## src/rtl/paddle_arb_pkg.sv

```systemverilog
// Shared definitions for the paddle source arbiter: owner codes, the
// quadrature Gray step table and the grant priority order.
package paddle_arb_pkg;

  // Owner codes double as the FSM state encoding, so o_owner is the state.
  typedef enum logic [1:0] {
    OWN_NONE = 2'd0,
    OWN_JOY  = 2'd1,
    OWN_KEY  = 2'd2,
    OWN_ENC  = 2'd3
  } owner_e;

  // Grant priority for simultaneous movers, highest first in the MSBs:
  // enc > joy > key.
  localparam logic [5:0] PRIO_ORDER = {OWN_ENC, OWN_JOY, OWN_KEY};

  // +1 direction of the {B,A} sequence: 00 -> 01 -> 11 -> 10 -> 00.
  function automatic logic [1:0] next_up(input logic [1:0] q);
    logic [1:0] r;
    case (q)
      2'b00:   r = 2'b01;
      2'b01:   r = 2'b11;
      2'b11:   r = 2'b10;
      default: r = 2'b00;
    endcase
    return r;
  endfunction

  // -1 direction, the reverse walk of next_up.
  function automatic logic [1:0] next_dn(input logic [1:0] q);
    logic [1:0] r;
    case (q)
      2'b00:   r = 2'b10;
      2'b10:   r = 2'b11;
      2'b11:   r = 2'b01;
      default: r = 2'b00;
    endcase
    return r;
  endfunction

endpackage

```

## src/rtl/quad_step_decoder.sv

```systemverilog
// Decodes one quadrature sample pair into a +1 step, a -1 step, or an
// illegal two-bit jump. Purely combinational; prev==cur yields nothing.
module quad_step_decoder
  import paddle_arb_pkg::*;
(
  input  logic [1:0] prev,
  input  logic [1:0] cur,
  output logic       up,
  output logic       dn,
  output logic       err
);

  // A single-bit change is a step in exactly one direction; both bits is a jump.
  assign up  = (cur == next_up(prev));
  assign dn  = (cur == next_dn(prev));
  assign err = ((prev ^ cur) == 2'b11);

endmodule

```

## src/rtl/paddle_source_arbiter.sv

```systemverilog
// Shares one paddle decoder between joystick steer, keyboard steer and a
// physical encoder. The first source to move owns the paddle until it has
// been idle for HOLD_TICKS cycles; its steps are accumulated and replayed
// as a rate-limited, single-bit-per-step quadrature stream on o_quad.
// o_owner is the registered FSM state and serves as the state debug view.
// There is no valid/ready handshake on this block: every input is a level
// sampled each clk16 cycle and every output is a registered level.
module paddle_source_arbiter
  import paddle_arb_pkg::*;
#(
  parameter int HOLD_TICKS = 16000,
  parameter int MIN_GAP    = 64,
  parameter int ACC_W      = 4
) (
  input  logic       clk16,
  input  logic       reset,
  input  logic       i_clr_owner,
  input  logic [1:0] i_q_joy,
  input  logic [1:0] i_q_key,
  input  logic [1:0] i_q_enc,
  output logic [1:0] o_quad,
  output logic [1:0] o_owner,
  output logic       o_err
);

  localparam int HOLD_W = $clog2(HOLD_TICKS + 1);
  localparam int GAP_W  = $clog2(MIN_GAP + 1);
  localparam logic [HOLD_W-1:0] HOLD_RELOAD = HOLD_W'(HOLD_TICKS - 1);
  localparam logic [GAP_W-1:0]  GAP_RELOAD  = GAP_W'(MIN_GAP - 1);
  localparam logic signed [ACC_W:0] ACC_MAX = (ACC_W+1)'((2 ** (ACC_W - 1)) - 1);
  localparam logic signed [ACC_W:0] ACC_ONE = (ACC_W+1)'(1);

  logic [1:0]        enc_s1, enc_s2;
  logic [1:0]        prev_joy, prev_key, prev_enc;
  logic [1:0]        arm_cnt;
  logic              armed;
  logic              joy_up, joy_dn, joy_err;
  logic              key_up, key_dn, key_err;
  logic              enc_up, enc_dn, enc_err;
  logic [3:0]        up_v, dn_v, err_v, mov_v;
  owner_e            state, sel;
  logic              own_up, own_dn, own_err, own_step;
  logic [HOLD_W-1:0] hold_cnt;
  logic [GAP_W-1:0]  gap_cnt;
  logic [ACC_W-1:0]  acc, acc_next;
  logic              acc_pos, drain;
  logic signed [ACC_W:0] acc_sum;

  // Encoder synchronizer, per-source history and the post-reset arm window.
  always_ff @(posedge clk16) begin
    if (reset) begin
      enc_s1   <= 2'b00;
      enc_s2   <= 2'b00;
      prev_joy <= 2'b00;
      prev_key <= 2'b00;
      prev_enc <= 2'b00;
      arm_cnt  <= 2'd3;
    end else begin
      enc_s1   <= i_q_enc;
      enc_s2   <= enc_s1;
      prev_joy <= i_q_joy;
      prev_key <= i_q_key;
      prev_enc <= enc_s2;
      if (arm_cnt != 2'd0) arm_cnt <= arm_cnt - 2'd1;
    end
  end

  assign armed = (arm_cnt == 2'd0);

  quad_step_decoder u_dec_joy (.prev(prev_joy), .cur(i_q_joy), .up(joy_up), .dn(joy_dn), .err(joy_err));
  quad_step_decoder u_dec_key (.prev(prev_key), .cur(i_q_key), .up(key_up), .dn(key_dn), .err(key_err));
  quad_step_decoder u_dec_enc (.prev(prev_enc), .cur(enc_s2),  .up(enc_up), .dn(enc_dn), .err(enc_err));

  // Event vectors indexed by owner code; slot 0 (no owner) is always quiet.
  assign up_v  = {armed & enc_up,  armed & key_up,  armed & joy_up,  1'b0};
  assign dn_v  = {armed & enc_dn,  armed & key_dn,  armed & joy_dn,  1'b0};
  assign err_v = {armed & enc_err, armed & key_err, armed & joy_err, 1'b0};
  assign mov_v = up_v | dn_v | err_v;

  // Pick whose events count this cycle: the current owner, or the highest
  // priority mover when idle (so the granting step is applied immediately).
  always_comb begin
    sel = OWN_NONE;
    if (state == OWN_NONE) begin
      for (int i = 2; i >= 0; i--) begin
        if (sel == OWN_NONE && mov_v[PRIO_ORDER[2*i +: 2]]) begin
          sel = owner_e'(PRIO_ORDER[2*i +: 2]);
        end
      end
    end else begin
      sel = state;
    end
  end

  assign own_up   = up_v[sel];
  assign own_dn   = dn_v[sel];
  assign own_err  = err_v[sel];
  assign own_step = own_up | own_dn | own_err;

  // Ownership FSM with its hold timer; an explicit clear always wins.
  always_ff @(posedge clk16) begin
    if (reset) begin
      state    <= OWN_NONE;
      hold_cnt <= '0;
    end else if (i_clr_owner) begin
      state    <= OWN_NONE;
      hold_cnt <= '0;
    end else begin
      case (state)
        OWN_NONE: begin
          if (sel != OWN_NONE) begin
            state    <= sel;
            hold_cnt <= HOLD_RELOAD;
          end
        end
        default: begin
          if (own_step) begin
            hold_cnt <= HOLD_RELOAD;
          end else if (hold_cnt == '0) begin
            state <= OWN_NONE;
          end else begin
            hold_cnt <= hold_cnt - 1'b1;
          end
        end
      endcase
    end
  end

  assign o_owner = state;

  // One output step is released whenever the gap has elapsed and work is pending.
  assign acc_pos = ~acc[ACC_W-1] && (acc != '0);
  assign drain   = (gap_cnt == '0) && (acc != '0);

  // Next accumulator: owner step plus drain, saturated symmetrically.
  always_comb begin
    acc_sum = {acc[ACC_W-1], acc};
    if (own_up) acc_sum = acc_sum + ACC_ONE;
    if (own_dn) acc_sum = acc_sum - ACC_ONE;
    if (drain)  acc_sum = acc_pos ? (acc_sum - ACC_ONE) : (acc_sum + ACC_ONE);
    if (acc_sum > ACC_MAX)  acc_sum = ACC_MAX;
    if (acc_sum < -ACC_MAX) acc_sum = -ACC_MAX;
    acc_next = acc_sum[ACC_W-1:0];
  end

  // Accumulator, gap counter and the Gray output stepper.
  always_ff @(posedge clk16) begin
    if (reset) begin
      acc     <= '0;
      gap_cnt <= '0;
      o_quad  <= 2'b00;
      o_err   <= 1'b0;
    end else begin
      o_err <= own_err & ~i_clr_owner;
      if (i_clr_owner) begin
        // Pending work is discarded; o_quad stays where it is.
        acc <= '0;
        if (gap_cnt != '0) gap_cnt <= gap_cnt - 1'b1;
      end else begin
        acc <= acc_next;
        if (drain) begin
          o_quad  <= acc_pos ? next_up(o_quad) : next_dn(o_quad);
          gap_cnt <= GAP_RELOAD;
        end else if (gap_cnt != '0) begin
          gap_cnt <= gap_cnt - 1'b1;
        end
      end
    end
  end

endmodule

```

## config.mk

```make
export PLATFORM = sky130hd
export DESIGN_NAME = paddle_source_arbiter
export DESIGN_NICKNAME = d
export VERILOG_FILES = /design/src/rtl/paddle_arb_pkg.sv /design/src/rtl/quad_step_decoder.sv /design/src/rtl/paddle_source_arbiter.sv
export SDC_FILE = /design/constraint.sdc
export NUM_CORES = 1
export LEC_CHECK = 0
export CORE_ASPECT_RATIO = 1.25
export CORE_UTILIZATION = 47
export CTS_CLUSTER_SIZE = 30
export DETAILED_ROUTE_END_ITERATION = 12
export DONT_BUFFER_PORTS = 1
export PLACE_DENSITY = 0.68
export SLEW_MARGIN = 20
export SYNTH_ARGS = -nofsm -noshare
export SYNTH_HDL_FRONTEND = slang
export SYNTH_SLANG_ARGS = --single-unit
```

## constraint.sdc

```tcl
create_clock -name clk16 -period 11 [get_ports clk16]
set_clock_uncertainty 0.2 [all_clocks]
set_input_delay 1.1 -clock clk16 [delete_from_list [all_inputs] [get_ports clk16]]
set_output_delay 1.1 -clock clk16 [all_outputs]
set_load 0.03 [all_outputs]
```

; Word-level counts from Yosys, hierarchy flattened
; Index checks and enable logic that the tools add are counted.
[word_totals]
latchBits = 0
mem_bits_rw = 0
romBits = 0
elab_cells = 128
input_bits = 9
register_bits = 42
mem_count = 0
[classes]
n_shift = 0
n_mul = 0
magnitude_cmp = 3
addsub = 7
n_eq_ne = 24
n_mux = 38
n_bitwise = 19
n_div = 0
reduce_logical = 24
[op_table]
columns = operator, n
row1 = 14-bit 2-to-1 mux, 4
row2 = 2-bit case mux with 3 select lines, 8
row3 = 5-bit 2-to-1 mux, 5
row4 = "2-bit equality test, second input constant", 11
row5 = 2-bit 2-to-1 mux, 11
row6 = 7-bit 2-to-1 mux, 3
row7 = 2-bit logical NOT, 8
row8 = 14-bit logical NOT, 1
row9 = "14-bit by 1-bit subtractor with 14-bit output, second input constant", 1
row10 = 2-bit equality test, 6
row11 = 1-bit AND, 10
row12 = "5-bit by 2-bit subtractor with 5-bit output, second input constant", 2
row13 = "2-bit by 1-bit equality test with 1-bit output, second input constant", 4
row14 = 4-bit OR, 2
row15 = 7-bit logical NOT, 1
row16 = 7-bit nonzero test, 1
row17 = "7-bit by 1-bit subtractor with 7-bit output, second input constant", 1
row18 = 1-bit binary-select mux with 2-bit select, 3
row19 = 2-bit nonzero test, 3
row20 = 2-bit XOR, 3
row21 = "4-bit by 2-bit adder with 5-bit output, second input constant", 1
row22 = "5-bit by 2-bit adder with 5-bit output, second input constant", 1
row23 = "5-bit by 4-bit > comparator with 1-bit output, second input constant", 1
row24 = "5-bit by 4-bit less-than comparator with 1-bit output, second input constant", 1
row25 = 14 further kinds, 23

; Depth between registers and ports, before layout
; Gate-level depths: netlist of the first run.
[logic_depth]
ltp_word = 28
mapped_depth = 23
ltp_nobuf = 22

; Cells and area by module
; Synthesis of the first run repeated with hierarchy kept, for this count alone.
[unflattened]
cells_unflattened = 330
area_unflattened_um2 = 2740.1
[by_module_without_submodules]
columns = module, area_each_um2, instances, cells_per_inst
row1 = paddle_source_arbiter, 2593.7, 1, 309
row2 = quad_step_decoder, 48.8, 3, 7

; Worst setup path before layout of the first run
; OpenSTA, ideal clock, no wires.
[synth_timing]
path_kind = input port to flip-flop
from = in i_q_key[0]
to = reg acc[0]
slack_ps = 6182
required_ps = 10672
setup_ps = 128
n_path_buf = 0
arrival_ps = 4489
path_stages = 19
path_cell_list = xnor2_1 > a211o_1 > a31o_2 > and3_4 > a211oi_4 > ha_1 > o21ai_0 > o31ai_1 > fa_1 > nor2b_1 > o21ai_0 > nand2b_1 > nand3_1 > or4_1 > o311a_2 > xor2_4 > o21ai_0 > mux2i_1 > a21oi_1
[synth_via]
elab_chain_cells = 19
[synth_lines]
columns = element, line_no
row1 = from (decl), paddle_source_arbiter.sv:19  ; input logic [1:0] i_q_key,
row2 = "2-bit equality test, or another cell as far along", quad_step_decoder.sv:14  ; assign up = (cur == next_up(prev));
row3 = "1-bit AND, or another cell as far along", paddle_source_arbiter.sv:75  ; assign up_v = {armed & enc_up, armed & key_up, armed & joy_up, 1'b0};
row4 = 4-bit OR or 1-bit AND (tied branches), "paddle_source_arbiter.sv:78, paddle_source_arbiter.sv:77"
row5 = 4-bit OR, paddle_source_arbiter.sv:78  ; assign mov_v = up_v | dn_v | err_v;
row6 = 1-bit logical AND, paddle_source_arbiter.sv:86  ; if (sel == OWN_NONE && mov_v[PRIO_ORDER[2*i +: 2]]) begin
row7 = 2-bit 2-to-1 mux, paddle_source_arbiter.sv:86
row8 = 2-bit 2-to-1 mux, paddle_source_arbiter.sv:84  ; if (state == OWN_NONE) begin
row9 = 1-bit binary-select mux with 2-bit select, paddle_source_arbiter.sv:95  ; assign own_up = up_v[sel];
row10 = [3 not listed], --
row11 = 5-bit 2-to-1 mux *, paddle_source_arbiter.sv:139  ; if (own_dn) acc_sum = acc_sum - ACC_ONE;
row12 = 5-bit by 2-bit adder with 5-bit output or 5-bit by 2-bit subtractor with 5-bit output (tied branches), paddle_source_arbiter.sv:140  ; if (drain) acc_sum = acc_pos ? (acc_sum - ACC_ONE) : (acc_sum + ACC_ONE);
row13 = 5-bit 2-to-1 mux, paddle_source_arbiter.sv:140
row14 = 5-bit 2-to-1 mux *, paddle_source_arbiter.sv:140
row15 = 5-bit by 4-bit > comparator with 1-bit output, paddle_source_arbiter.sv:141  ; if (acc_sum > ACC_MAX) acc_sum = ACC_MAX;
row16 = 5-bit 2-to-1 mux *, paddle_source_arbiter.sv:141
row17 = 5-bit by 4-bit less-than comparator with 1-bit output, paddle_source_arbiter.sv:142  ; if (acc_sum < -ACC_MAX) acc_sum = -ACC_MAX;
row18 = 4-bit 2-to-1 mux *, paddle_source_arbiter.sv:142
row19 = to (signal assigned), paddle_source_arbiter.sv:160  ; acc <= acc_next;
row20 = to (decl), paddle_source_arbiter.sv:45  ; logic [ACC_W-1:0] acc, acc_next;
; Mark *: on every way between the ends. The rest lies on a longest branch, timed or not. The select of a mux whose other input is x is not followed.
; A chain may end at the register's enable or synchronous reset.

; Worst setup path in the final report of the first run
[layout_timing]
from = in i_q_key[1]
to = reg acc[0]
; Same word-level chain as after synthesis.

==> results of run 1 <==
[metal layers]
metal,vias to the layer above,global-route usage,part of all wire,wire [um]
met5,-,0,0,0
met4,0,0.06727,0.018,93
met3,8,0.03935,0.025,128
met2,27,0.3427,0.52,2713
met1,1025,0.2020,0.44,2267
li1,1117,-,-,-
[metrics by stage]
stage	utilization	setup WS, ns
after CTS	0.5153	6.160
after global routing	0.5153	5.829
after floorplan	-	6.182
after detailed placement	0.5009	5.834
final	0.5153	6.165
after global placement	0.5009	5.958
[worst reg2reg max path: stages, from the launching register on]
cell      delay [ns]
dfxtp_1         0.33
inv_1           0.06
ha_1            0.38
nor2b_1         0.27
nor2_1          0.10
a31o_2          0.30
and3_4          0.19
a211oi_4        0.26
ha_1            0.29
o21ai_0         0.07
o31ai_1         0.15
fa_1            0.45
nor2b_1         0.12
o21ai_0         0.09
nand2b_1        0.13
nand3_1         0.08
or4_1           0.41
o311a_2         0.17
xor2_4          0.21
o21ai_0         0.11
mux2i_1         0.13
a21oi_1         0.07
[cell usage after synthesis, types with 4 or more instances]
cell type  instances  area, um^2
nor2_1            19       71.32
mux2i_1            7       70.07
nor4_1             6       37.54
or3_1              4       25.02
dfxtp_1           42       840.8
a311oi_1           9       78.83
ha_1              10       125.1
o21ai_0           13       65.06
inv_1             16       60.06
nand2_1           26       97.59
xor2_1            15       131.4
or2_2              4       25.02
clkbuf_1           8       30.03
nand3_1            4       20.02
nor3_1             4       20.02
nand2b_1           8       50.05
nor2b_1           14       87.58
xnor2_1           17       148.9
a21oi_1           22       110.1
[worst max-delay path by stage]
stage                   to       start
detailed placement  acc[0]  i_q_key[1]
global route        acc[0]  i_q_key[1]
CTS                 acc[0]  i_q_key[1]
finish              acc[0]  i_q_key[1]
global placement    acc[0]  i_q_key[1]
floorplan           acc[0]  i_q_key[0]
[sequential cells by signal (all words and copies together), names as in the netlist]
name / flops
prev_key: 2
prev_joy: 2
arm_cnt: 2
enc_s2: 2
hold_cnt: 14
gap_cnt: 7
o_err: 1
o_quad: 2
o_owner: 2
prev_enc: 2
acc: 4
enc_s1: 2
[power breakdown]
part	total (mW)	switching [mW]	internal, mW
Sequential	0.189	0.0183	0.171
Clock	0.0955	0.0528	0.0427
Combinational	0.164	0.0920	0.0717
Total	0.448	0.163	0.285
[logic make-up after synthesis]
family                   Yosys count  synth area share
AO/OA/AOI/OAI                     79            0.2141
AND/OR/NAND/NOR                  112            0.2326
multiplexers                       9           0.03415
flip-flops                        42            0.3101
XOR/XNOR                          33            0.1135
buffers and inverters             28           0.04199
adder cells (fa/ha/maj)           11           0.05353
[cell type report]
cell class              instances  area (um^2)
fillers                       533         2656
multi-input cells             244         1757
flip-flops and latches         42        840.8
well taps                      64        80.08
clock buffers                   5        68.82
inverters                      16        60.06
clock inverters                 2        10.01
repair buffers                  1        7.507
==> results.md, run 1 <==
- Status: completed
- Most common cell after layout, fill and taps aside: dfxtp_1
- CP Data Required Time: roughly 11 ns
- Syn avg cell area: approximately 8.6 um^2
- Synthesized netlist cell count: about 310
- Cell family with most CP delay: compound AO/OA/AOI/OAI gates
- I/O pin cnt: 14
- PD cells: 158.8 nW/um^2
- DP HPWL: just under 4000 um
- Placed Area: between 2000 and 3000 um^2
- ANT cells: 0
- Seq/Total Area, Yosys: 0.3101
- Total number of vias: ~2200
- Worst Path Arrival: about 4.8 ns
- Hold slack: roughly 0.24 ns
- Wire per inst: ~14 um
- CP startpoint kind: input port
- Slack of the worst reg-to-reg path: roughly 6.3 ns
- Clock Latency Late Sink: roughly 0.29 ns
- Critical path's largest stage delay: 0.45 ns
- LEAKAGE: ~1.1 nW
- Fmax: about 210 MHz
- Max cap viols: 0
- DRC Markers: 0
- Tmin final: 4.835 ns
- Total CTS buffers: 5
- Die Span Y: between 80 and 90 um
- Final Instance Count excl. Fillers: 374
- CP bufs+invs: 0
- Drt initial violations: 67
- Hold depth: 1
- Seq cells post-synth: 42
- Hold path startpoint: enc_s1[1]
- CTS tree: built
- Worst r2r dst: acc[0]
- PortBufs: 0
- Slowest CP cell: fa_1
- YS warnings: 0
- Setup TNS: 0 ns
- GP Congestion: approximately 0.87
- Slew HR: 0.5238
- Share of cells above drive strength 1: 0.1000
- Endpoints failing setup: 0
- WHS Endpoint: enc_s2[1]
- Most frequent CP cell: o21ai_0
- Post-CTS Setup Bufs: 0
- Initial antenna violation count: 0
- Path length in cells of the critical path: 19
- Drt first pass iters: 4
- Top FF cell, synth: dfxtp_1
- Post-route cell area: 2824 um^2
- Clock root buffer: clkbuf_8
- HP Class: flop to flop
- Element type at the critical path end: flop
- Placed cell count: approximately 370
- GRT overflow: 0
- Maximum VDD drop: around 0.070 mV
- Clk slew on worst S/H paths: approximately 0.080 ns
- Starting Density: 0.4947
- Total die area: 6079 um^2
- Post_cts resized: 0
- Total Routing Usage GR: 0.1830
- Final nets: 330
- Reg2reg path depth: 21
- Number of enable flip-flop cells after synthesis: 0
- Area grow syn2layout: 4.153%
- Clock Tree Buf Depth: 2
- Post-Route WL: approximately 5200 um
- Post-synth cell types: 63
- Mapped Nets: ~330
- Unrepaired setup endpoints after global routing: false
- Core Area: between 5000 and 6000 um^2
- Commonest non-fill, non-tap cells in the layout: dfxtp_1 (42), nand2_1 (26), a21oi_1 (22)
- Vias in the first global route: between 2000 and 2500
- Crit-path max FO: 5
- Clock sinks: 42
- Worst path cell trace: mux2_1 -> mux2i_1 -> nand4_1 -> a21bo_2 -> a211oi_4 -> ha_1 -> o21ai_0 -> o31ai_1 -> fa_1 -> nor2b_1 -> o21ai_0 -> nand2b_1 -> nand3_1 -> or4_1 -> o311a_2 -> xor2_4 -> o21ai_0 -> mux2i_1 -> a21oi_1
- Final Hold Fails: 0
- Final worst path period share: 0.4396
- Setup CP Type: input port to flop
- Power, Total: 448.3 uW
- Share of synthesized registers carrying an async set or reset: 0
- Final Slew Violations: 0
- Via-to-Cell Ratio: 5.821
- H-tree Lvls: 2
- Worst Tran Pin Value: 0.7143 ns
- Row cnt: 30
- First-pass GRT wire length: approximately 9000 um
- Die Wd: approximately 70 um
- # hold bufs at CTS: 0
- Largest net degree at the start of global routing: 23
- Worst r2r src: arm_cnt[0]
- Detail Route Antenna Nets: 0
- Synth Cell Area: about 2700 um^2
Note: power is estimated with default switching activity, not from simulation.
==> run 2, diff against run 1 <==
- PLACE_DENSITY: 0.68 -> 0.7
- clock period: 11 -> 4.1 ns (I/O delays scaled with it)
==> run 2 against run 1 <==
The flow now finishes with violations (negative setup slack). Register-to-register slack worse by 6.4 ns. Core utilization is 8.9 points higher. Worst hold slack worse by 0.22 ns. Largest power group is now combinational logic.
==> results.md, run 2 (synthesis results as in run 1) <==
- Total number of vias: 2386
- Hold path startpoint: reset
- Cell family with most CP delay: compound AO/OA/AOI/OAI gates
- Drt initial violations: 50
- Total die area: just over 6000 um^2
- Clock root buffer: clkbuf_8
- Most flop-heavy register: hold_cnt
- Drt first pass iters: 4
- GRT overflow: 0
- Path length in cells of the critical path: 20
- First-pass GRT wire length: 10720 um
- Slack of the worst reg-to-reg path: -0.10 ns
- LEAKAGE: 1.279 nW
- Clock sinks: 42
- Final Slew Violations: 0
- Total CTS buffers: 5
- Element type at the critical path end: flop
- Placement Setup Slack: -0.1470 ns
- Vias in the first global route: between 2000 and 2500
- Maximum VDD drop: approximately 0.22 mV
- Starting Density: 0.4947
- Share of cells above drive strength 1: 0.2874
- Total Routing Usage GR: 0.2219
- Power, Total: ~1.3 mW
- Initial antenna violation count: 0
- Largest net degree at the start of global routing: 23
- PortBufs: 0
- Via-to-Cell Ratio: 5.791
- Worst r2r src: prev_joy[0]
- Most common cell after layout, fill and taps aside: buf_4
- I/O pin cnt: 14
- DP HPWL: roughly 4400 um
- Wire per inst: between 15 and 20 um
- Worst Tran Pin Value: between 0.5 and 0.6 ns
- GP Congestion: slightly below 0.9
- Worst r2r dst: acc[0]
- Endpoints failing setup: 3
- Detail Route Antenna Nets: 0
- Final worst path period share: 1.025
- CP bufs+invs: 3
- Worst path cell trace: xor2_1 -> a211o_1 -> a31oi_2 -> o22ai_1 -> a311oi_4 -> buf_6 -> xor2_4 -> ha_1 -> nor2b_2 -> o21ai_1 -> nand2b_1 -> buf_4 -> buf_4 -> nand2_1 -> o311ai_1 -> o311a_4 -> xor2_4 -> o21ai_1 -> mux2i_1 -> a21oi_1
- H-tree Lvls: 2
- CP Data Required Time: a little over 4 ns
- Placed cell count: slightly below 400
- Commonest non-fill, non-tap cells in the layout: buf_4 (36), dfxtp_1 (34), nand2_1 (25)
- Max reg flops: 14
- Max cap viols: 0
- Slew HR: 0.6314
- HP Class: input port to flop
- Clock Latency Late Sink: roughly 0.3 ns
- Failing checks: negative setup slack
- DRC Markers: 0
- Die Span Y: 86.92 um
- Row cnt: 30
- Crit-path max FO: 5
- Worst Path Arrival: 4.17 ns
- WHS Endpoint: arm_cnt[1]
- Final setup margin: -0.1043 ns
- Clk slew on worst S/H paths: 0.08 ns
- ANT cells: 0
- Hold slack: between 0.015 and 0.02 ns
- Tmin final: between 4 and 5 ns
- CP startpoint kind: flop
- Die Wd: between 60 and 70 um
- Critical path's largest stage delay: 0.38 ns
- Final Hold Fails: 0
- Setup CP Type: flop to flop
- CTS tree: built
- Final Instance Count excl. Fillers: between 400 and 500
- Post-Route WL: about 6400 um
- Unrepaired setup endpoints after global routing: true
- PD cells: approximately 400 nW/um^2
- Slowest CP cell: a311oi_4
- Hold depth: 1
- Area grow syn2layout: 22.06%
- Clock Tree Buf Depth: 2
- Status: finished with violations
- Fmax: 237.9 MHz
- Reg2reg path depth: 20
- Top flop regs: hold_cnt: 14 flops, gap_cnt: 7 flops, acc: 4 flops
- Final nets: between 300 and 400
- Core Area: 5480 um^2
## run 2: changes by cell type in the layout (fill, tap and decap cells not counted), moves of 3 or more
cell / previous run / this run
buf_4: 1 / 36
dfxtp_1: 42 / 34
a21oi_1: 22 / 19
dfxtp_2: 0 / 7
o21ai_0: 13 / 9
## run 2: metrics by stage
step	setup TNS [ns]	area, um^2	util
final	-0.2681	3309	0.6039
after global routing	-0.9529	3309	0.6039
after floorplan	0	2744	-
after detailed placement	-0.3352	2979	0.5436
after CTS	-0.1119	3248	0.5927
after global placement	-0.01323	2979	0.5436
## run 2: timing repair
| action | 4_1_cts | 5_1_grt |
|---|---|---|
| hold buffers | 1 | 0 |
| setup buffers | 8 | 0 |
| setup endpoints to repair | 3 | 4 |
| resized for setup | 29 | 12 |
| pin swaps | 12 | 11 |
| endpoints found under the hold margin | 14 | 0 |
## run 2: where the power goes
group	total (mW)	switching, mW	internal, mW
clock	0.266	0.146	0.120
sequential	0.509	0.0494	0.460
combinational	0.541	0.290	0.251
## run 2: worst max-delay path by stage
stage	from	end	slack (ns)
after floorplan	arm_cnt[0]	acc[0]	0.007
after global placement	i_q_key[1]	acc[0]	-0.01
after detailed placement	arm_cnt[1]	acc[0]	-0.15
after CTS	prev_joy[0]	acc[0]	-0.05
after global routing	prev_key[1]	acc[0]	-0.30
final	prev_joy[0]	acc[0]	-0.10
## run 2: area by class of cell
class,instances,area (um^2)
Multi-Input combinational cell,244,1938
Tap cell,64,80.08
Sequential cell,42,853.3
Fill cell,488,2171
Timing Repair Buffer,38,291.5
Clock buffer,6,72.57
Clock inverter,2,13.76
Inverter,16,60.06
## run 2: routing by layer
layer / up-vias / routed length [um] / track usage
met3: 31 / 231 / 0.03472
met4: 0 / 324 / 0.1236
met1: 1108 / 2467 / 0.2381
met2: 60 / 3339 / 0.4135
met5: - / 0 / 0
li1: 1187 / - / -
==> run 3, diff against run 2 <==
- CAP_MARGIN: default -> 15
- PLACE_DENSITY: 0.7 -> 0.66
==> run 3 against run 2 <==
The run still ends with negative setup slack left. Die area unchanged. First-iteration DRC count up 100%. Flip-flop and latch count did not move. Maximum frequency grew 1.5%. Worst hold slack improved by 0.0029 ns. Combinational power is 3.7% lower. Critical path depth stayed put. Sequential power fell by 0.8%. Final area is 1.1% lower. Core utilization decreased by 0.66 points. Largest power group unchanged.
==> results.md, run 3 (synthesis results as in run 1) <==
- Final Hold Fails: 0
- Via-to-Cell Ratio: between 5 and 6
- Worst Path Arrival: 4.12 ns
- CP bufs+invs: 0
- Core Area: around 5500 um^2
- GP Congestion: between 0.8 and 0.9
- Post-route cell area: around 3300 um^2
- Clk slew on worst S/H paths: ~0.090 ns
- LEAKAGE: approximately 1.3 nW
- Row cnt: 30
- Max reg flops: 14
- Most frequent CP cell: o21ai_1
- Area grow syn2layout: 20.72%
- Clock sinks: 42
- ANT cells: 0
- DP HPWL: 4254 um
- Wire per inst: between 10 and 15 um
- Most common cell after layout, fill and taps aside: dfxtp_1
- Slew HR: 0.5865
- Vias in the first global route: ~2300
- H-tree Lvls: 2
- Slowest CP cell: or4_4
- Die Span Y: about 87 um
- Total Routing Usage GR: 0.2015
- Final worst path period share: 1.011
- Most flop-heavy register: hold_cnt
- Largest net degree at the start of global routing: 22
- Total number of vias: roughly 2300
- Post-Route WL: roughly 6000 um
- Commonest non-fill, non-tap cells in the layout: dfxtp_1 (37), buf_4 (34), nand2_1 (26)
- Clock root buffer: clkbuf_8
- First-pass GRT wire length: approximately 10000 um
- CP Data Required Time: just over 4 ns
- Share of cells above drive strength 1: 0.2514
- Max cap viols: 0
- Worst Tran Pin Value: slightly above 0.6 ns
- Status: finished with violations
- Clock Tree Buf Depth: 2
- Detail Route Antenna Nets: 0
- Final setup margin: -0.04354 ns
- Element type at the critical path end: flop
- Tmin final: a little over 4 ns
- Cell family with most CP delay: compound AO/OA/AOI/OAI gates
- Failing checks: negative setup slack
- Endpoints failing setup: 3
- Setup CP Type: flop to flop
- Unrepaired setup endpoints after global routing: true
- I/O pin cnt: 14
- Initial antenna violation count: 0
- Fmax: about 240 MHz
- Clock Latency Late Sink: 0.30 ns
- PD cells: 416.4 nW/um^2
- Worst path cell trace: xnor2_1 -> a211o_1 -> a31o_4 -> nand2_1 -> and3_4 -> nor2_2 -> ha_1 -> o21ai_2 -> o31ai_4 -> fa_2 -> nor2b_1 -> o21ai_1 -> nand2b_1 -> nand3_1 -> or4_4 -> o311a_4 -> xor2_4 -> o21ai_1 -> mux2i_1 -> a21oi_1
- Maximum VDD drop: between 0.2 and 0.25 mV
- Top flop regs: hold_cnt: 14 flops, gap_cnt: 7 flops, acc: 4 flops
- Starting Density: 0.4947
- FILL cells: approximately 480
- CP startpoint kind: flop
- Final nets: approximately 370
- Final Slew Violations: 0
- Total CTS buffers: 5
- Crit-path max FO: 5
- Critical path's largest stage delay: roughly 0.44 ns
- Drt first pass iters: 4
- Setup TNS: -0.1079 ns
- GRT overflow: 0
- Die Wd: 69.94 um
- Placed Area: between 2000 and 3000 um^2
- HP Class: input port to flop
- Total die area: just over 6000 um^2
- CTS tree: built
- Drt initial violations: 100
- PortBufs: 0
- DRC Markers: 0
run 3: per-stage QoR:
step           hold WS [ns]  worst slack [ns]  cells  power [mW]    util
6_report            0.02061          -0.04354    410       1.363  0.5973
5_1_grt            0.002315           -0.2719    410       1.466  0.5973
4_1_cts            0.009100          -0.04975    405       1.359  0.5790
3_5_place_dp         0.2247           -0.1121    395      0.9997  0.5436
3_3_place_gp         0.2171           0.01252    395      0.9912  0.5436
2_1_floorplan        0.2138          0.007118    314      0.8857       -
run 3: layout make-up:
cell class / instances / area, um^2 / share of cell area
multi-input combinational: 244 / 1896 / 0.5791
inverter: 16 / 60.06 / 0.01835
timing repair buffer: 36 / 275.3 / 0.08410
tap: 64 / 80.08 / 0.02446
clock buffer: 5 / 68.82 / 0.02102
sequential: 42 / 849.6 / 0.2596
clock inverter: 3 / 43.79 / 0.01338
run 3: report_power, final:
group	internal [mW]	switching (mW)	leakage, nW
registers	0.459	0.0462	0.345
logic	0.244	0.276	0.884
clock network	0.183	0.155	0.0585
run 3: final timing paths:
check	start	end	slack [ns]	cells past startpoint
worst min-delay path	reset	arm_cnt[1]	0.02	1
worst max-delay path	prev_key[0]	acc[0]	-0.04	20
worst min register to register	enc_s1[0]	enc_s2[0]	0.24	1
worst max register to register	prev_key[0]	acc[0]	-0.04	20
run 3: metal layers:
layer / GRT usage / wire [um] / part of all wire / up-vias
li1: - / - / - / 1182
met5: 0 / 0 / 0 / -
met2: 0.3750 / 2948 / 0.49 / 41
met1: 0.2330 / 2730 / 0.46 / 1079
met3: 0.03935 / 193 / 0.032 / 11
met4: 0.05818 / 102 / 0.017 / 0
run 3: what timing repair did:
action | in CTS | in global routing
endpoints found under the hold margin | 14 | 1
cloned | 0 | 0
hold buffers | 1 | 1
buffers inserted | 1 | 4
pin swaps | 5 | 4
gates resized for setup | 16 | 11
setup endpoints to repair | 3 | 4
